--- src/rtl/btn_conditioner.sv ---
// btn_conditioner: front end between the BASYS2 buttons/switches and the ATM core.
// Raw BTN1..BTN3 and SW are double-flop synchronized. Each button then runs its
// own IDLE/ARM/HELD/REL debounce FSM. A clean press raises a one-cycle candidate.
// Candidates are arbitrated BTN1 > BTN2 > BTN3 and gated by lock. The winner
// becomes btn_pulse, and the synchronized switches are captured into sw_q on
// that same edge.
//
// Optional build macro BTN_REPEAT_EN: a held button re-issues candidates after
// REPEAT_DELAY cycles, and then every REPEAT_PERIOD cycles.
//
// Handshake: none. btn_pulse is a fire-and-forget strobe with no ready/back-pressure.
// The core must consume it in the cycle it is high. sw_q stays stable until the
// next pulse.
//
// fsm_state exposes the per-channel FSM states for debug:
// {ch2, ch1, ch0}, 2 bits each.
module btn_conditioner #(
  parameter int DEBOUNCE_CYCLES = 2,
  parameter int CNT_W           = 20,
  parameter int REPEAT_DELAY    = 8,
  parameter int REPEAT_PERIOD   = 4
) (
  input  logic       clk,
  input  logic       rst,
  input  logic [2:0] btn_raw,
  input  logic [3:0] sw_raw,
  input  logic       lock,
  output logic [2:0] btn_pulse,
  output logic [3:0] sw_q,
  output logic [2:0] btn_level,
  output logic [5:0] fsm_state
);

  // Encoding keeps bit1 set exactly in the debounced-high states (HELD, REL).
  localparam logic [1:0] IDLE = 2'd0;
  localparam logic [1:0] ARM  = 2'd1;
  localparam logic [1:0] HELD = 2'd2;
  localparam logic [1:0] REL  = 2'd3;

  localparam logic [CNT_W-1:0] DEB_C   = CNT_W'(DEBOUNCE_CYCLES);
  // With a threshold of one sample, a single synced sample already qualifies.
  localparam bit               DEB_ONE = (DEBOUNCE_CYCLES <= 1);

  logic [2:0] btn_m, btn_s;
  logic [3:0] sw_m, sw_s;
  logic [2:0] cand;
  logic [2:0] win;

  // Two-flop synchronizers for the buttons and switches.
  always_ff @(posedge clk or negedge rst) begin
    if (!rst) begin
      btn_m <= '0;
      btn_s <= '0;
      sw_m  <= '0;
      sw_s  <= '0;
    end else begin
      btn_m <= btn_raw;
      btn_s <= btn_m;
      sw_m  <= sw_raw;
      sw_s  <= sw_m;
    end
  end

  for (genvar i = 0; i < 3; i++) begin : g_ch
    logic [1:0]       st;
    logic [CNT_W-1:0] cnt;
    logic [CNT_W-1:0] cnt_inc;
    logic             deb_done;
    logic             press_hit;
    logic             rep_hit;

    // The counter saturates at all-ones instead of wrapping.
    assign cnt_inc   = (cnt == '1) ? cnt : cnt + CNT_W'(1);
    assign deb_done  = (cnt_inc >= DEB_C);
    // A press is recognised on the same edge that moves the channel into HELD.
    assign press_hit = DEB_ONE ? ((st == IDLE) && btn_s[i])
                               : ((st == ARM) && btn_s[i] && deb_done);

    // Debounce FSM: the counter counts consecutive synced samples at the new level.
    always_ff @(posedge clk or negedge rst) begin
      if (!rst) begin
        st  <= IDLE;
        cnt <= '0;
      end else begin
        case (st)
          IDLE: begin
            if (btn_s[i]) begin
              st  <= DEB_ONE ? HELD : ARM;
              cnt <= DEB_ONE ? '0 : CNT_W'(1);
            end
          end
          ARM: begin
            if (!btn_s[i]) begin
              st  <= IDLE;
              cnt <= '0;
            end else if (deb_done) begin
              st  <= HELD;
              cnt <= '0;
            end else begin
              cnt <= cnt_inc;
            end
          end
          HELD: begin
            if (!btn_s[i]) begin
              st  <= DEB_ONE ? IDLE : REL;
              cnt <= DEB_ONE ? '0 : CNT_W'(1);
            end
          end
          REL: begin
            if (btn_s[i]) begin
              st  <= HELD;
              cnt <= '0;
            end else if (deb_done) begin
              st  <= IDLE;
              cnt <= '0;
            end else begin
              cnt <= cnt_inc;
            end
          end
          default: begin
            st  <= IDLE;
            cnt <= '0;
          end
        endcase
      end
    end

`ifdef BTN_REPEAT_EN
    logic [CNT_W-1:0] rep_cnt;
    logic [CNT_W-1:0] rep_inc;
    logic [CNT_W-1:0] rep_tgt;
    logic             rep_first;

    assign rep_inc = (rep_cnt == '1) ? rep_cnt : rep_cnt + CNT_W'(1);
    assign rep_tgt = rep_first ? CNT_W'(REPEAT_DELAY) : CNT_W'(REPEAT_PERIOD);
    // A repeat fires only on an edge where the channel stays in HELD.
    assign rep_hit = (st == HELD) && btn_s[i] && (rep_inc >= rep_tgt);

    // Auto-repeat timer: restarts from the initial delay each time HELD is (re)entered.
    always_ff @(posedge clk or negedge rst) begin
      if (!rst) begin
        rep_cnt   <= '0;
        rep_first <= 1'b1;
      end else if ((st != HELD) || !btn_s[i]) begin
        rep_cnt   <= '0;
        rep_first <= 1'b1;
      end else if (rep_hit) begin
        rep_cnt   <= '0;
        rep_first <= 1'b0;
      end else begin
        rep_cnt   <= rep_inc;
      end
    end
`else
    assign rep_hit = 1'b0;
`endif

    assign cand[i]            = press_hit | rep_hit;
    assign btn_level[i]       = st[1];
    assign fsm_state[2*i +: 2] = st;
  end

  // Fixed-priority arbiter: losers and locked candidates are simply dropped.
  always_comb begin
    win = 3'b000;
    if (!lock) begin
      if (cand[0])      win = 3'b001;
      else if (cand[1]) win = 3'b010;
      else if (cand[2]) win = 3'b100;
    end
  end

  // Register the pulse and capture the switches on the same edge.
  always_ff @(posedge clk or negedge rst) begin
    if (!rst) begin
      btn_pulse <= '0;
      sw_q      <= '0;
    end else begin
      btn_pulse <= win;
      if (win != 3'b000) sw_q <= sw_s;
    end
  end

endmodule

--- config.mk ---
export PLATFORM = sky130hd
export DESIGN_NAME = btn_conditioner
export DESIGN_NICKNAME = d
export VERILOG_FILES = /design/src/rtl/btn_conditioner.sv
export SDC_FILE = /design/constraint.sdc
export NUM_CORES = 1
export LEC_CHECK = 0
export BUFFER_PORTS_ARGS = -buffer_cell sky130_fd_sc_hd__buf_2
export CORE_MARGIN = 2
export CORE_UTILIZATION = 50
export CTS_CLUSTER_SIZE = 14
export DETAILED_ROUTE_END_ITERATION = 8
export HOLD_SLACK_MARGIN = 0.1
export PLACE_DENSITY = 0.71
export SYNTH_ARGS = -nofsm -noshare
export SYNTH_HDL_FRONTEND = slang
export SYNTH_SLANG_ARGS = --single-unit
--- constraint.sdc ---
create_clock -name clk -period 3.85 [get_ports clk]
set_clock_uncertainty 0.15 [all_clocks]
set_input_delay 0.1925 -clock clk [delete_from_list [all_inputs] [get_ports clk]]
set_output_delay 0.1925 -clock clk [all_outputs]
set_load 0.05 [all_outputs]
## Word-level counts from Yosys, hierarchy flattened

Cells that the tools add are included.

| operators by class | value |
|---|---|
| add/sub/neg operators | 3 |
| $lt $le $gt $ge | 3 |
| equal/unequal tests | 24 |
| muxes and demuxes | 46 |
| reductions and logical operators | 16 |

Operators with widths:

| operator | count |
|---|---|
| $mux 20 | 18 |
| $pmux 20 s4 | 3 |
| $add 20x1->20 const B | 3 |
| $eq 20x20->1 const B | 3 |
| $ge 20x2->1 const B | 3 |
| $mux 2 | 18 |
| $pmux 2 s4 | 3 |
| $ne 3x3->1 const B | 6 |
| $eq 2x2->1 const B | 6 |
| $mux 3 | 4 |
| $ne 2x2->1 const B | 6 |
| $reduce_and 4->1 | 3 |
| $eq 2x1->1 const B | 3 |
| $logic_and 1x1->1 | 6 |
| $logic_not 2->1 | 3 |
| $reduce_and 2->1 | 3 |
| $reduce_bool 3->1 | 1 |

| storage, ports and cells | value |
|---|---|
| flip-flop bits (word level) | 87 |
| bits of input ports | 10 |
| output and inout port bits | 16 |
| logic and storage cells | 104 |

## Logic depth before layout (Yosys ltp)

| logic depth | value |
|---|---|
| depth in word-level cells | 9 |
| gate-level depth with buffers | 11 |

## Least setup slack after synthesis

OpenSTA, ideal clock, no wires.

| path | value |
|---|---|
| path kind | register -> register |
| start | register g_ch[2].cnt[0] |
| end | register sw_q[0] |
| setup time | 125 ps |
| arrival time | 3,113 ps |
| slack | 462 ps |
| stages on the path, launching flop included | 12 |
| path buffers | 1 |
| period minus slack after synthesis | 3,388 ps |
| cells stage by stage | dfrtp_1 -> ha_1 -> nand3_2 -> or4_1 -> buf_2 -> nor3_1 -> mux2_2 -> nor4_1 -> nand2_1 -> and4b_1 -> o31a_4 -> mux2_4 |

| between the ends | value |
|---|---|
| word-level cells in the longest chain between the ends | 9 |
| elaborated cells on any way between the ends | 10 |
| classes of those cells | add/sub (1); order compare (1); eq/ne (1); mux (5); reduce/logical (2) |

RTL lines:

| what | line | text |
|---|---|---|
| start: declaration | 66 | `logic [CNT_W-1:0] cnt;` |
| start signal: assignment | 89 | `cnt <= DEB_ONE ? '0 : CNT_W'(1);` |
| start signal: assignment | 100 | `cnt <= cnt_inc;` |
| start signal: assignment | 106 | `cnt <= DEB_ONE ? '0 : CNT_W'(1);` |
| $add 20x1->20 / $eq 20x20->1 (equally long branches) | 73 | `assign cnt_inc = (cnt == '1) ? cnt : cnt + CNT_W'(1);` |
| $mux 20 * | 73 |  |
| $ge 20x2->1 * | 74 | `assign deb_done = (cnt_inc >= DEB_C);` |
| $logic_and 1x1->1 * | 77 | `: ((st == ARM) && btn_s[i] && deb_done);` |
| $mux 3 * | 169 | `else if (cand[2]) win = 3'b100;` |
| $mux 3 * | 168 | `else if (cand[1]) win = 3'b010;` |
| $mux 3 * | 167 | `if (cand[0]) win = 3'b001;` |
| $mux 3 * | 166 | `if (!lock) begin` |
| $reduce_bool 3->1 * | 180 | `if (win != 3'b000) sw_q <= sw_s;` |
| end signal: assignment | 180 |  |
| end: declaration | 29 | `output logic [3:0] sw_q,` |

Every way passes the cells marked *; elsewhere a longest branch is shown, timed or not.
A chain may end at the register's enable or synchronous reset.

## Worst setup path in the final report

| path | value |
|---|---|
| start | register g_ch[2].cnt[0] |
| end | register sw_q[3] |

Same word-level chain as after synthesis.

==> tab_implementation.tex <==
\begin{tabular}{lr}
\hline
Metric & Value \\
\hline
\multicolumn{2}{l}{\textbf{Status}} \\
\quad Outcome & complete, no violations \\
\multicolumn{2}{l}{\textbf{Setup path}} \\
\quad Buffering stage count on the worst path with inverters included & 0 \\
\quad CP Capture Type & register \\
\quad Worst reg-to-reg setup slack & 0.27 ns \\
\quad Largest incremental delay on the critical path & 0.59 ns \\
\quad Required time at the endpoint of the critical path & 3.95 ns \\
\quad Category of the critical setup timing path & reg -> reg \\
\quad Startpoint kind of the worst setup timing path & register \\
\quad Launch point of the worst reg-to-reg path & g\_ch[2].cnt[0]\$\_DFFE\_PN0P\_ \\
\quad Worst setup path start & g\_ch[2].cnt[0]\$\_DFFE\_PN0P\_ \\
\quad List of cells traversed by the critical path & ha\_1, nand3\_2, or4\_1, nor3\_1, mux2\_2, nor4\_1, nand2\_1, and4b\_1, o31a\_4, mux2\_4 \\
\quad Arrival time of data at the critical path endpoint & 3.68 ns \\
\quad CP delay by family, top & simple AND/OR/NAND/NOR gates \\
\quad Slowest-stage cell, CP & or4\_1 \\
\quad Critical R2R Capture & sw\_q[3]\$\_DFFE\_PN0P\_ \\
\quad Largest driver fanout on the critical path & 7 \\
\quad Worst Reg-to-Reg Cells & 10 \\
\multicolumn{2}{l}{\textbf{Die}} \\
\quad Standard-cell rows & 33 \\
\quad Boundary pin count & 26 \\
\quad Vertical die dimension & 97.1 microns \\
\quad Die Footprint & 9420 sq um \\
\quad Placeable core region & 8300 sq um \\
\quad Die width & 97.1 microns \\
\quad Initial core utilization & 52.2\% \\
\multicolumn{2}{l}{\textbf{Logic synthesis}} \\
\quad Total of flip-flops plus latches after synthesis & 87 \\
\quad Yosys warns & 0 \\
\quad Top FF cell, synth & dfrtp\_1 \\
\quad Cell area after synthesis & 4330 sq um \\
\quad Async set-or-reset flop fraction in the synthesized netlist & 100\% \\
\quad Average size of a mapped cell & 10.6 sq um \\
\quad Number of flops mapped to enable cells by yosys & 0 \\
\quad Gate count of the mapped netlist & 409 \\
\quad Fraction of the yosys area taken by sequential cells & 50.3\% \\
\quad Number of distinct library cell variants in the gate-level netlist after synthesis & 65 \\
\quad Mapped Nets & 422 \\
\multicolumn{2}{l}{\textbf{Clock tree}} \\
\quad Number of buffers on the longest clock path & 2 \\
\quad Num Clock Sinks & 87 \\
\quad Number of buffers inserted during clock tree synthesis & 9 \\
\quad Clock latency on the worst-skew pair & 0.36 ns \\
\quad CTS Root Buffer Type & clkbuf\_8 \\
\quad Clock tree from TritonCTS & yes \\
\quad Clock-pin slew reported for the worst setup and hold paths after clock tree synthesis & 0.10 ns \\
\quad H-tree depth & 3 \\
\multicolumn{2}{l}{\textbf{Cells and area}} \\
\quad Synth-to-Final Area Change & 12.1\% \\
\quad Layout net count & 459 \\
\quad Seq. cell area & 2180 sq um \\
\quad End-of-flow core utilization & 58.5\% \\
\quad Area of the multi-input gates & 2080 sq um \\
\quad Most common cell after layout, fill and taps aside & dfrtp\_1 \\
\quad Number of filler instances in the final layout & 707 \\
\quad ANT cells & 0 \\
\quad Commonest non-fill, non-tap cells in the layout & dfrtp\_1 (87), and2\_1 (59), nor2\_1 (24), buf\_2 (24), nand2\_1 (23) \\
\quad Layout cells sized above 1 & 15.1\% \\
\multicolumn{2}{l}{\textbf{Global route}} \\
\quad Via count of the first global-routing pass & 3,109 \\
\quad Largest net degree at the start of global routing & 88 \\
\quad Number of antenna violations at the first check in global routing & 0 \\
\quad Global-route wire length before repair & 15,000 microns \\
\quad Total congestion overflow after global routing & 0 \\
\quad Combined global-route utilization of all metal layers & 19.1\% \\
\multicolumn{2}{l}{\textbf{Drt}} \\
\quad Via density & 5.80 \\
\quad DR DRC count & 0 \\
\quad Avg WL per Cell & 15.0 microns \\
\quad Post-detailed-routing wire length & 8330 microns \\
\quad Detailed-route via count & 3,223 \\
\quad First drt pass iteration count & 4 \\
\quad Post-detailed-route count of antenna-violating nets & 0 \\
\quad Drt initial violations & 152 \\
\multicolumn{2}{l}{\textbf{Hold path}} \\
\quad Tightest Hold Check Type & reg -> reg \\
\quad Hold Path Stages & 0 \\
\quad End of the worst hold path & sw\_s[0]\$\_DFF\_PN0\_ \\
\quad Startpoint of the worst hold path & sw\_m[0]\$\_DFF\_PN0\_ \\
\multicolumn{2}{l}{\textbf{Timing}} \\
\quad Final hold violations & 0 \\
\quad Transition at the pin with the smallest max-transition slack & 1.05 ns \\
\quad Final setup violation count & 0 \\
\quad TNS Setup & 0 ns \\
\quad Maximum frequency from static timing analysis & 280 MHz \\
\quad Slew Viols, Final & 0 \\
\quad Final worst-path cycle share & 92.9\% \\
\quad Relative slew margins & 30.2\% \\
\quad Final critical path time including I/O delays and setup & 3.58 ns \\
\quad Unrepaired setup endpoints after global routing & no \\
\multicolumn{2}{l}{\textbf{Power}} \\
\quad Total Power Consumption & 0.00244 W \\
\quad Power per unit of standard cell area & 503 nW/um\^{}2 \\
\quad Leakage power summed over all cells & 2.13 nW \\
\quad IR Drop Worst-Case VDD & 0.000363 V \\
\multicolumn{2}{l}{\textbf{Place}} \\
\quad GP Congestion & 0.893 \\
\quad DP HPWL & 5840 microns \\
\quad Count of buffers inserted at the top-level ports & 25 \\
\multicolumn{2}{l}{\textbf{Run}} \\
\quad Max-cap violations & 0 \\
\hline
\end{tabular}
synth_stat cells, drive strengths merged, types with 6 or more instances:
cell type	number	share of area, %
a21oi	11	1.3
and2	60	8.7
and3	8	1.2
and4	6	1.3
dfrtp	87	50
inv	6	0.52
mux2	8	2.4
nand2	23	2.0
nand3	20	2.4
nand4	20	2.9
nor2	24	2.1
nor3	18	2.1
nor4	11	2.0
o21ai	7	0.81
xnor2	9	1.8
xor2	12	2.4
layout make-up:
cell class	instances	area share, %
Tap cell	105	2.71
Multi-Input combinational cell	306	42.8
Sequential cell	87	44.9
Inverter	6	0.464
Timing Repair Buffer	36	4.80
Clock inverter	7	1.78
Clock buffer	9	2.55
power breakdown:
| group | internal [W] | switching, W |
|---|---|---|
| Combinational | 0.000218 | 0.000499 |
| Clock | 0.000262 | 0.000376 |
| Sequential | 0.000995 | 0.0000922 |
worst max-delay path by stage:
stage	end	slack [ns]	cells after the start
2_1_floorplan	sw_q[0]$_DFFE_PN0P_	0.46	11
3_3_place_gp	sw_q[2]$_DFFE_PN0P_	0.35	10
3_5_place_dp	sw_q[2]$_DFFE_PN0P_	0.31	10
4_1_cts	sw_q[3]$_DFFE_PN0P_	0.28	10
5_1_grt	sw_q[3]$_DFFE_PN0P_	0.04	10
6_report	sw_q[3]$_DFFE_PN0P_	0.27	10
logic make-up after synthesis:
group,Yosys count,share of synthesized area [%]
adder cells (fa/ha/maj),3,0.867
AO/OA/AOI/OAI,55,10.4
buffers and inverters,16,1.70
AND/OR/NAND/NOR,216,29.4
multiplexers,11,3.12
flip-flops,87,50.3
XOR/XNOR,21,4.25
routing by layer:
| layer | track usage (%) | routed length [microns] |
|---|---|---|
| met5 | 0 | 0 |
| met4 | 5.96 | 108 |
| met3 | 4.53 | 387 |
| met2 | 29.4 | 3960 |
| met1 | 26.9 | 3880 |
metrics by stage:
| stage | area, sq um | worst slack, ns | hold WS (ns) | cells |
|---|---|---|---|---|
| floorplan | 4330 | 0.462 | -0.253 | 409 |
| global placement | 4550 | 0.353 | 0.152 | 531 |
| detailed placement | 4550 | 0.305 | 0.152 | 531 |
| CTS | 4850 | 0.284 | 0.212 | 556 |
| global route | 4850 | 0.0398 | 0.218 | 556 |
| finish | 4850 | 0.274 | 0.208 | 556 |
sequential cells by signal, summed over array words and instances, names as in the netlist, named ones only:
name and count:
sw_m 4, btn_pulse 3, g_ch.cnt 60, g_ch.st 3, btn_s 3, sw_s 4
btn_m 3, sw_q 4
timing repair:
| action | in CTS | in global routing |
|---|---|---|
| gates resized for setup | 0 | 0 |
| hold buffers | 9 | 0 |
| buffers inserted | 0 | 0 |
| hold endpoints to repair | 97 | 0 |
Power figures use the tool's default switching activity.
